===== src/rtl/piso_frame_tx_pkg.sv =====
// Shared types, widths and helpers for the piso_frame_tx serial frame transmitter.
package piso_frame_tx_pkg;

   localparam int LIDAR_FRAME_W = 184;

   typedef enum logic [1:0] {
      IDLE  = 2'd0,
      SHIFT = 2'd1,
      GAP   = 2'd2
   } state_t;

   // Counter width for n distinct values, never narrower than one bit.
   function automatic int clog2_min1(input int n);
      return (n <= 2) ? 1 : $clog2(n);
   endfunction

endpackage


===== src/rtl/piso_frame_tx_if.sv =====
// Parallel input handshake and serial output bundle of piso_frame_tx.
interface piso_frame_tx_if import piso_frame_tx_pkg::*; #(
   parameter int DATA_W = LIDAR_FRAME_W
);
   logic [DATA_W-1:0] in_data;
   logic              in_valid;
   logic              in_ready;
   logic              ser_data;
   logic              ser_valid;
   logic              ser_sof;
   logic              bit_tick;
   logic              busy;

   modport master (
      output in_data, in_valid,
      input  in_ready, ser_data, ser_valid, ser_sof, bit_tick, busy
   );

   modport slave (
      input  in_data, in_valid,
      output in_ready, ser_data, ser_valid, ser_sof, bit_tick, busy
   );
endinterface


===== src/rtl/piso_frame_tx_bit_tick_gen.sv =====
// Bit-period divider: pulses bit_tick on the last clk of every CLK_DIV-cycle bit period.
module bit_tick_gen import piso_frame_tx_pkg::*; #(
   parameter int CLK_DIV = 1
) (
   input  logic clk,
   input  logic reset,
   input  logic clear,
   input  logic enable,
   output logic bit_tick
);
   localparam int               DIV_W    = clog2_min1(CLK_DIV);
   localparam logic [DIV_W-1:0] DIV_LAST = DIV_W'(CLK_DIV - 1);

   logic [DIV_W-1:0] div_cnt;

   assign bit_tick = enable && (div_cnt == DIV_LAST);

   // NOTE: sequential state uses non-blocking assignments so every register samples pre-edge values.
   always_ff @(posedge clk or posedge reset) begin
      if (reset) begin
         div_cnt <= '0;
      end else if (clear || !enable || bit_tick) begin
         div_cnt <= '0;
      end else begin
         div_cnt <= div_cnt + 1'b1;
      end
   end
endmodule


===== src/rtl/piso_frame_tx.sv =====
// Parallel-in/serial-out frame transmitter with one-word holding buffer, bit-rate divider,
// selectable bit order, inter-frame gap and synchronous abort.
module piso_frame_tx import piso_frame_tx_pkg::*; #(
   parameter int DATA_W    = LIDAR_FRAME_W,
   parameter int CLK_DIV   = 1,
   parameter int MSB_FIRST = 1,
   parameter int GAP_BITS  = 0
) (
   input logic            clk,
   input logic            reset,
   input logic            abort,
   piso_frame_tx_if.slave bus
);
   localparam int               CNT_W    = clog2_min1(DATA_W);
   localparam int               GAP_W    = clog2_min1(GAP_BITS + 1);
   localparam logic [CNT_W-1:0] BIT_LAST = CNT_W'(DATA_W - 1);
   localparam logic [GAP_W-1:0] GAP_LAST = GAP_W'((GAP_BITS > 0) ? GAP_BITS - 1 : 0);

   if (DATA_W < 2 || CLK_DIV < 1) begin : g_bad_params
      $error("piso_frame_tx: DATA_W must be >= 2 and CLK_DIV >= 1");
   end

   state_t            state, nxt_state;
   logic [DATA_W-1:0] hold, nxt_hold;
   logic              hold_full, nxt_hold_full;
   logic [DATA_W-1:0] shreg, nxt_shreg;
   logic [CNT_W-1:0]  bit_cnt, nxt_bit_cnt;
   logic [GAP_W-1:0]  gap_cnt, nxt_gap_cnt;
   logic              ser_data, nxt_ser_data;
   logic              ser_valid, nxt_ser_valid;
   logic              ser_sof, nxt_ser_sof;
   logic              bit_tick;
   logic              accept, last_bit, gap_end, frame_done, load;

   function automatic logic out_bit(input logic [DATA_W-1:0] v);
      return (MSB_FIRST != 0) ? v[DATA_W-1] : v[0];
   endfunction

   function automatic logic [DATA_W-1:0] advance(input logic [DATA_W-1:0] v);
      return (MSB_FIRST != 0) ? {v[DATA_W-2:0], 1'b0} : {1'b0, v[DATA_W-1:1]};
   endfunction

   assign bus.in_ready  = !reset && !hold_full && !abort;
   assign bus.ser_data  = ser_data;
   assign bus.ser_valid = ser_valid;
   assign bus.ser_sof   = ser_sof;
   assign bus.bit_tick  = bit_tick;
   assign bus.busy      = (state != IDLE) || hold_full;

   assign accept     = bus.in_valid && bus.in_ready;
   assign last_bit   = (state == SHIFT) && bit_tick && (bit_cnt == BIT_LAST);
   assign gap_end    = (state == GAP) && bit_tick && (gap_cnt == GAP_LAST);
   assign frame_done = (last_bit && (GAP_BITS == 0)) || gap_end;
   // A queued word follows the previous frame (or gap) with no idle cycle in between.
   assign load       = !abort && hold_full && ((state == IDLE) || frame_done);

   bit_tick_gen #(
      .CLK_DIV (CLK_DIV)
   ) u_bit_tick_gen (
      .clk      (clk),
      .reset    (reset),
      .clear    (load || abort),
      .enable   (state != IDLE),
      .bit_tick (bit_tick)
   );

   always_comb begin
      // NOTE: every next-state value gets a default first, so no path can infer a latch.
      nxt_state     = state;
      nxt_hold      = hold;
      nxt_hold_full = hold_full;
      nxt_shreg     = shreg;
      nxt_bit_cnt   = bit_cnt;
      nxt_gap_cnt   = gap_cnt;
      nxt_ser_sof   = ser_sof;

      if (accept) begin
         nxt_hold      = bus.in_data;
         nxt_hold_full = 1'b1;
      end

      unique case (state)
         SHIFT: begin
            if (bit_tick) begin
               nxt_shreg   = advance(shreg);
               nxt_bit_cnt = bit_cnt + 1'b1;
               nxt_ser_sof = 1'b0;
               if (last_bit) begin
                  nxt_bit_cnt = '0;
                  nxt_gap_cnt = '0;
                  nxt_state   = (GAP_BITS > 0) ? GAP : IDLE;
               end
            end
         end
         GAP: begin
            if (bit_tick) begin
               nxt_gap_cnt = gap_cnt + 1'b1;
               if (gap_end) begin
                  nxt_gap_cnt = '0;
                  nxt_state   = IDLE;
               end
            end
         end
         default: ;
      endcase

      if (load) begin
         nxt_shreg     = hold;
         nxt_hold_full = 1'b0;
         nxt_bit_cnt   = '0;
         nxt_gap_cnt   = '0;
         nxt_state     = SHIFT;
         nxt_ser_sof   = 1'b1;
      end

      if (abort) begin
         nxt_state     = IDLE;
         nxt_hold_full = 1'b0;
         nxt_shreg     = '0;
         nxt_bit_cnt   = '0;
         nxt_gap_cnt   = '0;
         nxt_ser_sof   = 1'b0;
      end

      nxt_ser_valid = (nxt_state == SHIFT);
      nxt_ser_data  = nxt_ser_valid && out_bit(nxt_shreg);
   end

   // NOTE: the holding buffer is reset along with the control state, so no X can ever reach ser_data.
   always_ff @(posedge clk or posedge reset) begin
      if (reset) begin
         state     <= IDLE;
         hold      <= '0;
         hold_full <= 1'b0;
         shreg     <= '0;
         bit_cnt   <= '0;
         gap_cnt   <= '0;
         ser_data  <= 1'b0;
         ser_valid <= 1'b0;
         ser_sof   <= 1'b0;
      end else begin
         state     <= nxt_state;
         hold      <= nxt_hold;
         hold_full <= nxt_hold_full;
         shreg     <= nxt_shreg;
         bit_cnt   <= nxt_bit_cnt;
         gap_cnt   <= nxt_gap_cnt;
         ser_data  <= nxt_ser_data;
         ser_valid <= nxt_ser_valid;
         ser_sof   <= nxt_ser_sof;
      end
   end
endmodule


===== src/flat_wrapper.sv =====
// flat-port wrapper written by rule: the top's interface ports become plain ports
module piso_frame_tx_flat import piso_frame_tx_pkg::*;
#(
   parameter int DATA_W    = LIDAR_FRAME_W,
   parameter int CLK_DIV   = 1,
   parameter int MSB_FIRST = 1,
   parameter int GAP_BITS  = 0
)
  (clk, reset, abort, bus_in_data, bus_in_valid, bus_in_ready, bus_ser_data, bus_ser_valid, bus_ser_sof, bus_bit_tick, bus_busy);
  piso_frame_tx_if #(.DATA_W(DATA_W)) bus_i ();
  input logic clk;
  input logic reset;
  input logic abort;
  input wire logic [$bits(bus_i.in_data)-1:0] bus_in_data;
  input wire logic [$bits(bus_i.in_valid)-1:0] bus_in_valid;
  output wire logic [$bits(bus_i.in_ready)-1:0] bus_in_ready;
  output wire logic [$bits(bus_i.ser_data)-1:0] bus_ser_data;
  output wire logic [$bits(bus_i.ser_valid)-1:0] bus_ser_valid;
  output wire logic [$bits(bus_i.ser_sof)-1:0] bus_ser_sof;
  output wire logic [$bits(bus_i.bit_tick)-1:0] bus_bit_tick;
  output wire logic [$bits(bus_i.busy)-1:0] bus_busy;
  assign bus_i.in_data = bus_in_data;
  assign bus_i.in_valid = bus_in_valid;
  assign bus_in_ready = bus_i.in_ready;
  assign bus_ser_data = bus_i.ser_data;
  assign bus_ser_valid = bus_i.ser_valid;
  assign bus_ser_sof = bus_i.ser_sof;
  assign bus_bit_tick = bus_i.bit_tick;
  assign bus_busy = bus_i.busy;
  piso_frame_tx #(.DATA_W(DATA_W), .CLK_DIV(CLK_DIV), .MSB_FIRST(MSB_FIRST), .GAP_BITS(GAP_BITS)) u_core (.clk(clk), .reset(reset), .abort(abort), .bus(bus_i));
endmodule

===== config.mk =====
export PLATFORM = sky130hd
export DESIGN_NAME = piso_frame_tx_flat
export DESIGN_NICKNAME = d
export VERILOG_FILES = /design/src/rtl/piso_frame_tx_pkg.sv /design/src/rtl/piso_frame_tx_if.sv /design/src/rtl/piso_frame_tx_bit_tick_gen.sv /design/src/rtl/piso_frame_tx.sv /design/src/flat_wrapper.sv
export SDC_FILE = /design/constraint.sdc
export NUM_CORES = 1
export LEC_CHECK = 0
export ABC_CLOCK_PERIOD_IN_PS = 18560
export CORE_MARGIN = 3
export CORE_UTILIZATION = 40
export CTS_BUF_LIST = sky130_fd_sc_hd__clkbuf_16
export DETAILED_ROUTE_END_ITERATION = 7
export HOLD_SLACK_MARGIN = 0.06
export SYNTH_ARGS = -nofsm -noshare
export SYNTH_HDL_FRONTEND = slang
export SYNTH_SLANG_ARGS = --single-unit

===== constraint.sdc =====
create_clock -name clk -period 18.56 [get_ports clk]
set_input_delay 5.568 -clock clk [delete_from_list [all_inputs] [get_ports clk]]
set_output_delay 5.568 -clock clk [all_outputs]
set_load 0.05 [all_outputs]

==> metrics.md, run 1 <==
| Metric | Value |
|---|---|
| Outcome | completed |
| Slack of the worst reg-to-reg path | 14.66 ns |
| DRT iter0 DRCs | 780 |
| Fillers | 4010 |
| Detailed-router iteration count before antenna repair | 5 |
| Fmax achieved | between 70 and 80 MHz |
| Die width | about 220 µm |
| N_diodes | 0 |
| Crit share post-route | 68.6% |
| Slowest-stage cell, CP | clkdlybuf4s50_1 |
| Critical Path Source | reset |
| Global-route wire length before repair | 63700 µm |
| Crit path max fanout | 2 |
| Reg2Reg Depth | 8 |
| Final setup fails | 0 |
| Vias in the first global route | 12083 |
| Initial antenna violation count | 3 |
| Arr. time, crit path | 7.17 ns |
| Post-CTS setup buffer count | 0 |
| Layout Skew | 0.00694 ns |
| Primary FF master, synth | dfrtp_1 |
| Share of cells above drive strength 1 | 26.0% |
| Final Hold Vio Count | 0 |
| DRC Markers | 0 |
| Fin cells | 2244 |
| Post-cts resize count | 0 |
| VDD IR-drop max | 51.9 µV |
| GRT overflow | 0 |
| Sequential area share after synthesis | 54.4% |
| Initial Util | 40.7% |
| Worst Hold Class | reg2reg |
| Clk Latency, worst-skew pair | 0.55 ns |
| Routed vias/inst | 5.21 |
| Largest net degree at the start of global routing | 181 |
| Area grow syn2layout | 19.0% |
| Most used cell, CP | clkdlybuf4s50_1 |
| Routed len/inst | 16.9 µm |
| # port buffers | 193 |
| Worst setup SP type | input port |
| Synth warn | 0 |
| Register clock-pin slew on the reported worst setup and hold paths | 0.05 ns |
| EDFF count, synth | 0 |
| Required time worst endpoint | 12.99 ns |
| GP Congestion | 0.729 |
| Async set-or-reset flop fraction in the synthesized netlist | 100% |
| Slew margin rel. | roughly a quarter |
| IO Pins | 194 |
| Leak Pwr | 8.33 nW |
| Post-synth net total | 1693 |
| Setup_tns | 0 ns |
| DP Wirelength | 21300 µm |
| Crit. End Element | output port |
| Min Tclk post-route | 12.73 ns |
| H-tree depth | 2 |
| MaxCap Viol Count | 0 |
| Nets@finish | 1821 |
| Core Area | 0.0434 mm² |
| Post-synthesis instance total | 1501 |
| FF-to-FF End | u_core.bit_cnt[5] |
| Routed WL | 38000 µm |
| FF+latch area | 0.00961 mm² |
| Actual slew at the worst max-slew pin | 1.12 ns |
| Post-synth cell types | 46 |
| Placed Area | 0.0197 mm² |
| Number of cells on the critical path | 3 |
| CP max stage delay | 0.85 ns |
| Yosys reg bits | 384 |
| Pins Over Slew Limit | 0 |
| Routed Antenna Nets | 0 |
| Bufs and invs on worst path | 2 |
| CTS Buf Count | 44 |
| Netlist Area Pre-Place | 0.0177 mm² |
| Post-route cell area | about 0.021 mm² |
| Placed cell count | 2168 |
| Via count | 11701 |
| Hold_buf cts | 0 |
| CTS tree | yes |
| RSZ-0062 raised after global routing | no |
| Pwr Density | 96.8 mW/mm² |
| CTS max path bufs | 3 |
| Crit-path cells | clkdlybuf4s50_1 -> nor3_1 -> clkdlybuf4s50_1 |
| Die area | 0.0467 mm² |
| Total GRT Usage | between 10% and 20% |
| Setup CP Type | in2out |
| Multi-input logic area | 0.00730 mm² |
| # rows | 76 |
| Final hold slack | approximately 0.5 ns |
| FF-to-FF Start | u_core.state[1] |
| Top Family by Delay on Critical Path | buffers and inverters |
| Syn Area/Cell | 11.8 µm² |
| Critical Path End | bus_in_ready |
| CTS Sinks | 384 |
| Die Ht | 216 µm |
| CTS root buf | clkbuf_16 |
[synth_stat cells (2+ instances only)]
cell	count	area share (%)
buf_4	26	1.1
mux2i_1	2	0.11
clkbuf_1	61	1.3
inv_1	4	0.085
buf_2	16	0.45
nand4_1	2	0.071
nor2_1	194	4.1
and3_1	2	0.071
a311oi_1	12	0.60
o21ai_0	4	0.11
ha_1	4	0.28
dfrtp_1	384	54
a21oi_1	8	0.23
nand2b_1	2	0.071
and2_1	2	0.071
buf_6	22	1.4
nand3_1	3	0.085
nand2_1	370	7.9
nor3_1	3	0.085
a311oi_2	171	15
mux2_2	184	12
[flip-flops by register name (all words and copies together), names as in the netlist]
register,count
u_core.gap_cnt,1
u_core.hold,184
u_core.bus.ser_data,1
u_core.bus.ser_valid,1
u_core.bit_cnt,8
u_core.u_bit_tick_gen.div_cnt,1
u_core.bus.ser_sof,1
u_core.shreg,184
u_core.hold_full,1
u_core.state,2
[power by group]
part	internal (mW)	switching [mW]	total, mW
Combinational	0.138	0.106	0.244
Clock	0.448	0.337	0.785
Sequential	0.948	0.0593	1.01
Total	1.53	0.502	2.04
[cells in the final DEF (no fill, tap or decap), drive strengths merged, types with 2 or more instances in the layout]
master         Yosys  final
dfrtp            384    384
nand2            370    370
nor2             194    194
clkdlybuf4s50      0    192
mux2             184    184
a311oi           183    183
clkbuf            61     45
clkinv             0     21
buf               65     16
inv                4     12
a21oi              8      8
o21ai              5      5
ha                 4      4
nand3              3      3
nor3               3      3
and3               2      2
nand2b             2      2
mux2i              2      2
nand4              2      2
a21boi             2      2
and2               2      2
nor3b              2      2
[worst min-delay path by stage]
stage	start	end	slack, ns	cells past startpoint
floorplan	u_core.bit_cnt[7]	u_core.bit_cnt[7]	0.46	1
global placement	u_core.bus.ser_sof	u_core.bus.ser_sof	0.47	1
detailed placement	u_core.bus.ser_sof	u_core.bus.ser_sof	0.48	1
CTS	u_core.bus.ser_sof	u_core.bus.ser_sof	0.49	1
global route	u_core.shreg[0]	u_core.shreg[0]	0.51	1
finish	u_core.bus.ser_sof	u_core.bus.ser_sof	0.49	1
[worst reg2reg max path, cell delays in order, from the launching register on]
cell and delay [ns]:
dfrtp_1 0.40, inv_1 0.10, ha_1 0.30, nor3b_4 0.76, buf_4 0.90, buf_4 0.85, o21ai_0 0.23, a21oi_1 0.19
nor2_1 0.05
[routing by layer]
metal / vias up / wire (µm) / global-route usage, %
met3: 56 / 1740 / 3.21
met1: 5907 / 18100 / 23.5
li1: 5527 / - / -
met5: - / 54 / 0
met4: 6 / 699 / 4.57
met2: 205 / 17400 / 25.6
[through the flow]
step	utilization, %	worst slack [ns]	power [mW]
after floorplan	-	2.32	1.19
after global placement	45.5	5.80	1.26
after detailed placement	45.5	5.82	1.27
after CTS	48.5	5.82	2.07
after global routing	48.5	5.76	2.14
final	48.5	5.83	2.04
[cell families (layout without fill, tap and decap cells)]
| group | Yosys count | count (layout) | synth area share (%) |
|---|---|---|---|
| xor+xnor | 1 | 1 | 0.0496 |
| simple gates | 586 | 586 | 12.9 |
| other cells | 1 | 1 | 0.0212 |
| mux | 186 | 186 | 11.8 |
| compound gates | 209 | 209 | 16.1 |
| buf+inv | 130 | 288 | 4.37 |
| flops | 384 | 384 | 54.4 |
| fa+ha+maj | 4 | 4 | 0.283 |
[cell type report]
type | instances | area share, %
repair buffers | 208 | 9.87
multi-input cells | 987 | 34.7
flip-flops and latches | 384 | 45.7
clock buffers | 45 | 5.36
clock inverters | 31 | 0.726
well taps | 585 | 3.48
inverters | 4 | 0.107
No activity file was read; power rests on OpenSTA's default activity.
==> run 2: changes to the inputs <==
- ABC_CLOCK_PERIOD_IN_PS: 18560 -> 13100
- clock period: 18.56 -> 13.1 ns (I/O delays scaled with it)
==> metrics.md, run 2 (same netlist as run 1, synthesis figures left out) <==
| Metric | Value |
|---|---|
| Outcome | completed |
| RSZ-0062 raised after global routing | no |
| Worst setup SP type | input port |
| Bufs and invs on worst path | 2 (unchanged) |
| CTS Sinks | 384 (unchanged) |
| GP Congestion | 0.738 (+1.3%) |
| DRT iter0 DRCs | 882 (+13%) |
| Initial antenna violation count | 0 (-3) |
| CTS max path bufs | 3 (unchanged) |
| CTS tree | yes |
| Layout Skew | 0.0195 ns (+0.0126 ns) |
| Vias in the first global route | 12390 (+2.5%) |
| Crit path max fanout | 2 (unchanged) |
| Post-cts resize count | 0 (unchanged) |
| Dpl ws | 3.69 ns (-2.13 ns) |
| Total GRT Usage | 16.7% (+0.28 points) |
| Routed Antenna Nets | 0 (unchanged) |
| Hold_buf cts | 0 (unchanged) |
| N_diodes | 0 (unchanged) |
| Hold Crit Start | u_core.bus.ser_sof |
| Routed len/inst | 17.1 µm (+0.99%) |
| Via count | 11700 (-0.0085%) |
| Slew margin rel. | 22.6% (-2.7 points) |
| Crit-path cells | clkdlybuf4s50_1 -> nor3_1 -> clkdlybuf4s50_1 |
| Post-CTS setup buffer count | 0 (unchanged) |
| Commonest non-fill, non-tap cell in the layout | dfrtp_1 |
| Core Area | 0.0434 mm² (unchanged) |
| Initial Util | 40.7% (unchanged) |
| Worst hold path endpoint | u_core.bus.ser_sof |
| Sw frac | 24.8% (+0.16 points) |
| FF-to-FF End | u_core.shreg[50] |
| Arr. time, crit path | 5.49 ns (-1.68 ns) |
| Hold path depth | 1 (unchanged) |
| Switching power | 0.714 mW (+42%) |
| Fmax achieved | 106 MHz |
| Top Family by Delay on Critical Path | buffers and inverters |
| Setup CP Type | in2out |
| Routed vias/inst | 5.21 (about the same) |
| # rows | 76 (unchanged) |
| DP Wirelength | 21600 µm (+1.5%) |
| Slack of the worst reg-to-reg path | 8.94 ns (-5.72 ns) |
| Share of cells above drive strength 1 | 26.1% (+0.10 points) |
| Final hold slack | 0.485 ns (-0.000965 ns) |
| Most used cell, CP | clkdlybuf4s50_1 |
| Clock power frac | 38.4% (-0.2 points) |
| CP max stage delay | 0.86 ns (about the same) |
| Die Ht | 216 µm (unchanged) |
| Internal power | 2.16 mW (+41%) |
| Routed WL | 38400 µm (+1.0%) |
| Required time worst endpoint | 9.17 ns (-3.82 ns) |
| Die area | 0.0467 mm² (unchanged) |
| Crit. End Element | output port |
| Combinational group share of total power | 12.1% (about the same) |
| Crit share post-route | 71.9% |
| Area grow syn2layout | 19.1% (about the same) |
| Global-route wire length before repair | 65000 µm (+2.0%) |
| Final Hold Vio Count | 0 (unchanged) |
| Sequential Power Share | 49.5% (about the same) |
| Setup WS post-layout | 3.68 ns (-2.15 ns) |
| Fin cells | 2245 (+0.045%) |
| VDD IR-drop max | 74.4 µV (+43%) |
| Setup_tns | 0 ns (unchanged) |
| Clk Latency, worst-skew pair | 0.56 ns (about the same) |
| Final setup fails | 0 (unchanged) |
| Slowest-stage cell, CP | clkdlybuf4s50_1 |
| # port buffers | 193 (unchanged) |
| Actual slew at the worst max-slew pin | 1.16 ns (+0.0400 ns) |
| FF-to-FF Start | u_core.state[1] |
| Nets@finish | 1819 (-0.11%) |
| Fillers | 3973 (-0.92%) |
| Register clock-pin slew on the reported worst setup and hold paths | 0.05 ns (about the same) |
| CTS Buf Count | 43 (-2.3%) |
| Die width | 216 µm (unchanged) |
| Placed cell count | 2167 (-0.046%) |
| Top flop regs | u_core.hold: 184 flops, u_core.shreg: 184 flops, u_core.bit_cnt: 8 flops |
| Pins Over Slew Limit | 0 (unchanged) |
| H-tree depth | 2 (unchanged) |
| IO Pins | 194 (unchanged) |
| Leak Pwr | 8.35 nW (+0.22%) |
| Reg2Reg Depth | 10 (+2) |
| Largest net degree at the start of global routing | 193 (+6.6%) |
| GRT overflow | 0 (unchanged) |
| Worst Hold Class | reg2reg |
| Min Tclk post-route | 9.42 ns |
| Detailed-router iteration count before antenna repair | 5 (unchanged) |
| Most frequent cells in the layout | 384 x dfrtp_1, 369 x nand2_1, 194 x nor2_1 |
| CTS root buf | clkbuf_16 |
| MaxCap Viol Count | 0 (unchanged) |
| Pwr Density | 137 mW/mm² (+41%) |
| DRC Markers | 0 (unchanged) |
==> run 2: cell types whose count changed in the layout (fill, tap and decap cells not counted), sizes merged <==
cell,delta
buf,-1
inv,+3
clkbuf,-1
==> run 2: power by group through the flow <==
stage | Combinational (mW) | Sequential (mW) | Clock [mW]
after floorplan | 0.259 | 1.42 | 0
after global placement | 0.345 | 1.44 | 0
after detailed placement | 0.352 | 1.45 | 0
after CTS | 0.356 | 1.43 | 1.15
after global routing | 0.385 | 1.45 | 1.20
final | 0.348 | 1.42 | 1.11
==> run 2: worst max-delay path by stage <==
stage	startpoint	to	depth (start not counted)	slack, ns
global route	reset	bus_in_ready	3	3.65
CTS	reset	bus_in_ready	3	3.69
detailed placement	reset	bus_in_ready	3	3.69
floorplan	abort	bus_in_ready	2	3.98
finish	reset	bus_in_ready	3	3.68
global placement	reset	bus_in_ready	3	3.69
==> run 2: through the flow <==
stage | util [%] | total power [mW] | cell area (µm²)
after CTS | 48.5 | 2.93 | 21000
after global routing | 48.5 | 3.03 | 21000
final | 48.5 | 2.88 | 21000
after floorplan | - | 1.68 | 17700
after global placement | 45.6 | 1.79 | 19800
after detailed placement | 45.6 | 1.80 | 19800
==> run 2: worst register-to-register path: stages (launching register included) <==
cell and delay (ns):
dfrtp_1 0.39, inv_1 0.10, ha_1 0.34, nor3b_4 0.10
and2_1 0.22, a21boi_4 0.16, buf_4 0.53, buf_12 0.69
buf_4 1.01, nor2_1 0.22, a311oi_2 0.30
==> run 2: routing by layer <==
metal / up-vias / global-route usage, % / share of wire (%)
met3: 50 / 3.06 / 4.2
li1: 5513 / - / -
met2: 214 / 26.5 / 46
met1: 5923 / 23.5 / 48
met4: 0 / 4.84 / 2.0
met5: - / 0 / 0
==> run 2: final cells by class <==
| class | instances | area [µm²] | area share, % |
|---|---|---|---|
| timing repair buffer | 207 | 2090 | 9.95 |
| clock inverter | 34 | 181 | 0.862 |
| clock buffer | 44 | 1100 | 5.23 |
| inverter | 4 | 18.8 | 0.0892 |
| sequential | 384 | 9610 | 45.7 |
| multi-input combinational | 987 | 7300 | 34.7 |
| tap | 585 | 732 | 3.48 |
==> run 3: changes to the inputs <==
- ABC_CLOCK_PERIOD_IN_PS: 13100 -> 9800
- clock period: 13.1 -> 9.8 ns (I/O delays scaled with it)
==> metrics.md, run 3 (same netlist as run 1, synthesis figures left out) <==
| Metric | Value |
|---|---|
| Routed vias/inst | 5.22 (about the same) |
| Min Tclk post-route | 7.49 ns |
| Post-CTS setup buffer count | 0 (unchanged) |
| Pwr Density | 182 mW/mm² (+33%) |
| Fmax achieved | 134 MHz |
| Nets@finish | 1815 (-0.22%) |
| Register clock-pin slew on the reported worst setup and hold paths | 0.05 ns (about the same) |
| DP Wirelength | 20800 µm (-4.1%) |
| # rows | 76 (unchanged) |
| VDD IR-drop max | 104 µV (+39%) |
| Initial Util | 40.7% (unchanged) |
| Final core occ | 48.4% (-0.075 points) |
| Busiest layer in global routing | met2 |
| RSZ-0062 raised after global routing | no |
| CTS Sinks | 384 (unchanged) |
| Global-route wire length before repair | 63700 µm (-2.0%) |
| CTS root buf | clkbuf_16 |
| Total GRT Usage | 16.4% (-0.25 points) |
| N_diodes | 0 (unchanged) |
| Commonest non-fill, non-tap cell in the layout | dfrtp_1 |
| Grt met1 use | 23.0% (-0.58 points) |
| Die area | 0.0467 mm² (unchanged) |
| Pins Over Slew Limit | 0 (unchanged) |
| Final Hold Vio Count | 0 (unchanged) |
| Actual slew at the worst max-slew pin | 1.16 ns (-0.00459 ns) |
| Fillers | 4013 (+1.0%) |
| Routed WL | 38300 µm (-0.29%) |
| Initial antenna violation count | 0 (unchanged) |
| MaxCap Viol Count | 0 (unchanged) |
| # port buffers | 193 (unchanged) |
| Area grow syn2layout | 18.9% |
| Hold_buf cts | 0 (unchanged) |
| Vias in the first global route | 12244 (-1.2%) |
| Crit. End Element | output port |
| Worst setup SP type | input port |
| Post-cts resize count | 0 (unchanged) |
| Leak Pwr | 8.32 nW (-0.31%) |
| GRT met2 Usage | 26.4% (-0.12 points) |
| Worst Hold Class | reg2reg |
| Setup CP Type | in2out |
| Detailed-router iteration count before antenna repair | 5 (unchanged) |
| Largest net degree at the start of global routing | 194 (+0.52%) |
| Routed len/inst | 17.1 µm (about the same) |
| Setup_tns | 0 ns (unchanged) |
| Crit path max fanout | 99 (+97) |
| Layout Skew | 0.0154 ns (-0.00411 ns) |
| Top flop regs | u_core.hold: 184 flops, u_core.shreg: 184 flops, u_core.bit_cnt: 8 flops |
| DRC Markers | 0 (unchanged) |
| Final setup fails | 0 (unchanged) |
| Outcome | completed |
| Via count | 11677 (-0.20%) |
| CTS max path bufs | 3 (unchanged) |
| Die Ht | 216 µm (unchanged) |
| Routed Antenna Nets | 0 (unchanged) |
| Clk Latency, worst-skew pair | 0.57 ns (about the same) |
| CTS tree | yes |
| GP Congestion | 0.683 (-7.5%) |
| Required time worst endpoint | 6.86 ns (-2.31 ns) |
| H-tree depth | 2 (unchanged) |
| Core Area | 0.0434 mm² (unchanged) |
| CTS Buf Count | 44 (+2.3%) |
| GRT overflow | 0 (unchanged) |
| Slew margin rel. | 22.9% (+0.31 points) |
| Crit share post-route | 76.4% |
| DRT iter0 DRCs | 940 (+6.6%) |
| IO Pins | 194 (unchanged) |
| Die width | 216 µm (unchanged) |
| Most frequent cells in the layout | 384 x dfrtp_1, 369 x nand2_1, 194 x nor2_1 |
| Share of cells above drive strength 1 | 25.7% (-0.39 points) |
| Arr. time, crit path | 4.55 ns (-0.94 ns) |
| Grt met3 use | 3.06% (unchanged) |
## run 3: critical path, cell delays in order
cell,delay (ns)
buf_8,0.66
nor3_1,0.15
clkdlybuf4s50_1,0.75
## run 3: where the power goes
| part | leakage (nW) | switching [mW] | internal (mW) | total, mW |
|---|---|---|---|---|
| Clock | 0.664 | 0.642 | 0.824 | 1.47 |
| Combinational | 2.74 | 0.202 | 0.262 | 0.464 |
| Sequential | 4.92 | 0.108 | 1.79 | 1.90 |
## run 3: cell type report
cell class	count	area (µm²)	area share, %
tap	585	732	3.49
clock buffer	45	1130	5.36
inverter	4	18.8	0.0894
multi-input combinational	987	7300	34.8
sequential	384	9610	45.8
clock inverter	32	136	0.649
timing repair buffer	202	2080	9.90
## run 3: layer usage
layer | vias up | share of wire (%)
met1 | 5936 | 48
met5 | - | 0
met3 | 55 | 3.9
li1 | 5497 | -
met4 | 0 | 2.0
met2 | 189 | 46
## run 3: path summary, 6_finish.rpt
check                              startpoint                 end  slack [ns]  cells after the start
min                        u_core.bus.ser_sof  u_core.bus.ser_sof        0.49                      1
max in group asynchronous               reset     u_core.hold[39]        5.23                      3
min reg2reg                u_core.bus.ser_sof  u_core.bus.ser_sof        0.49                      1
min in group asynchronous               reset    u_core.hold[128]        3.01                      2
max reg2reg                   u_core.state[0]    u_core.shreg[43]        6.38                      7
max                                     abort        bus_in_ready        2.31                      3
## run 3: through the flow
stage                     cells  setup WS, ns  power, mW  hold slack, ns  cell area (µm²)
final                      2239          2.31       3.83           0.492            21000
after global routing       2239          2.23       4.03           0.516            21000
after CTS                  2239          2.30       3.90           0.498            21000
after detailed placement   2162          2.30       2.40           0.481            19700
after global placement     2162          2.30       2.39           0.484            19700
after floorplan            1501          1.70       2.25           0.463            17700
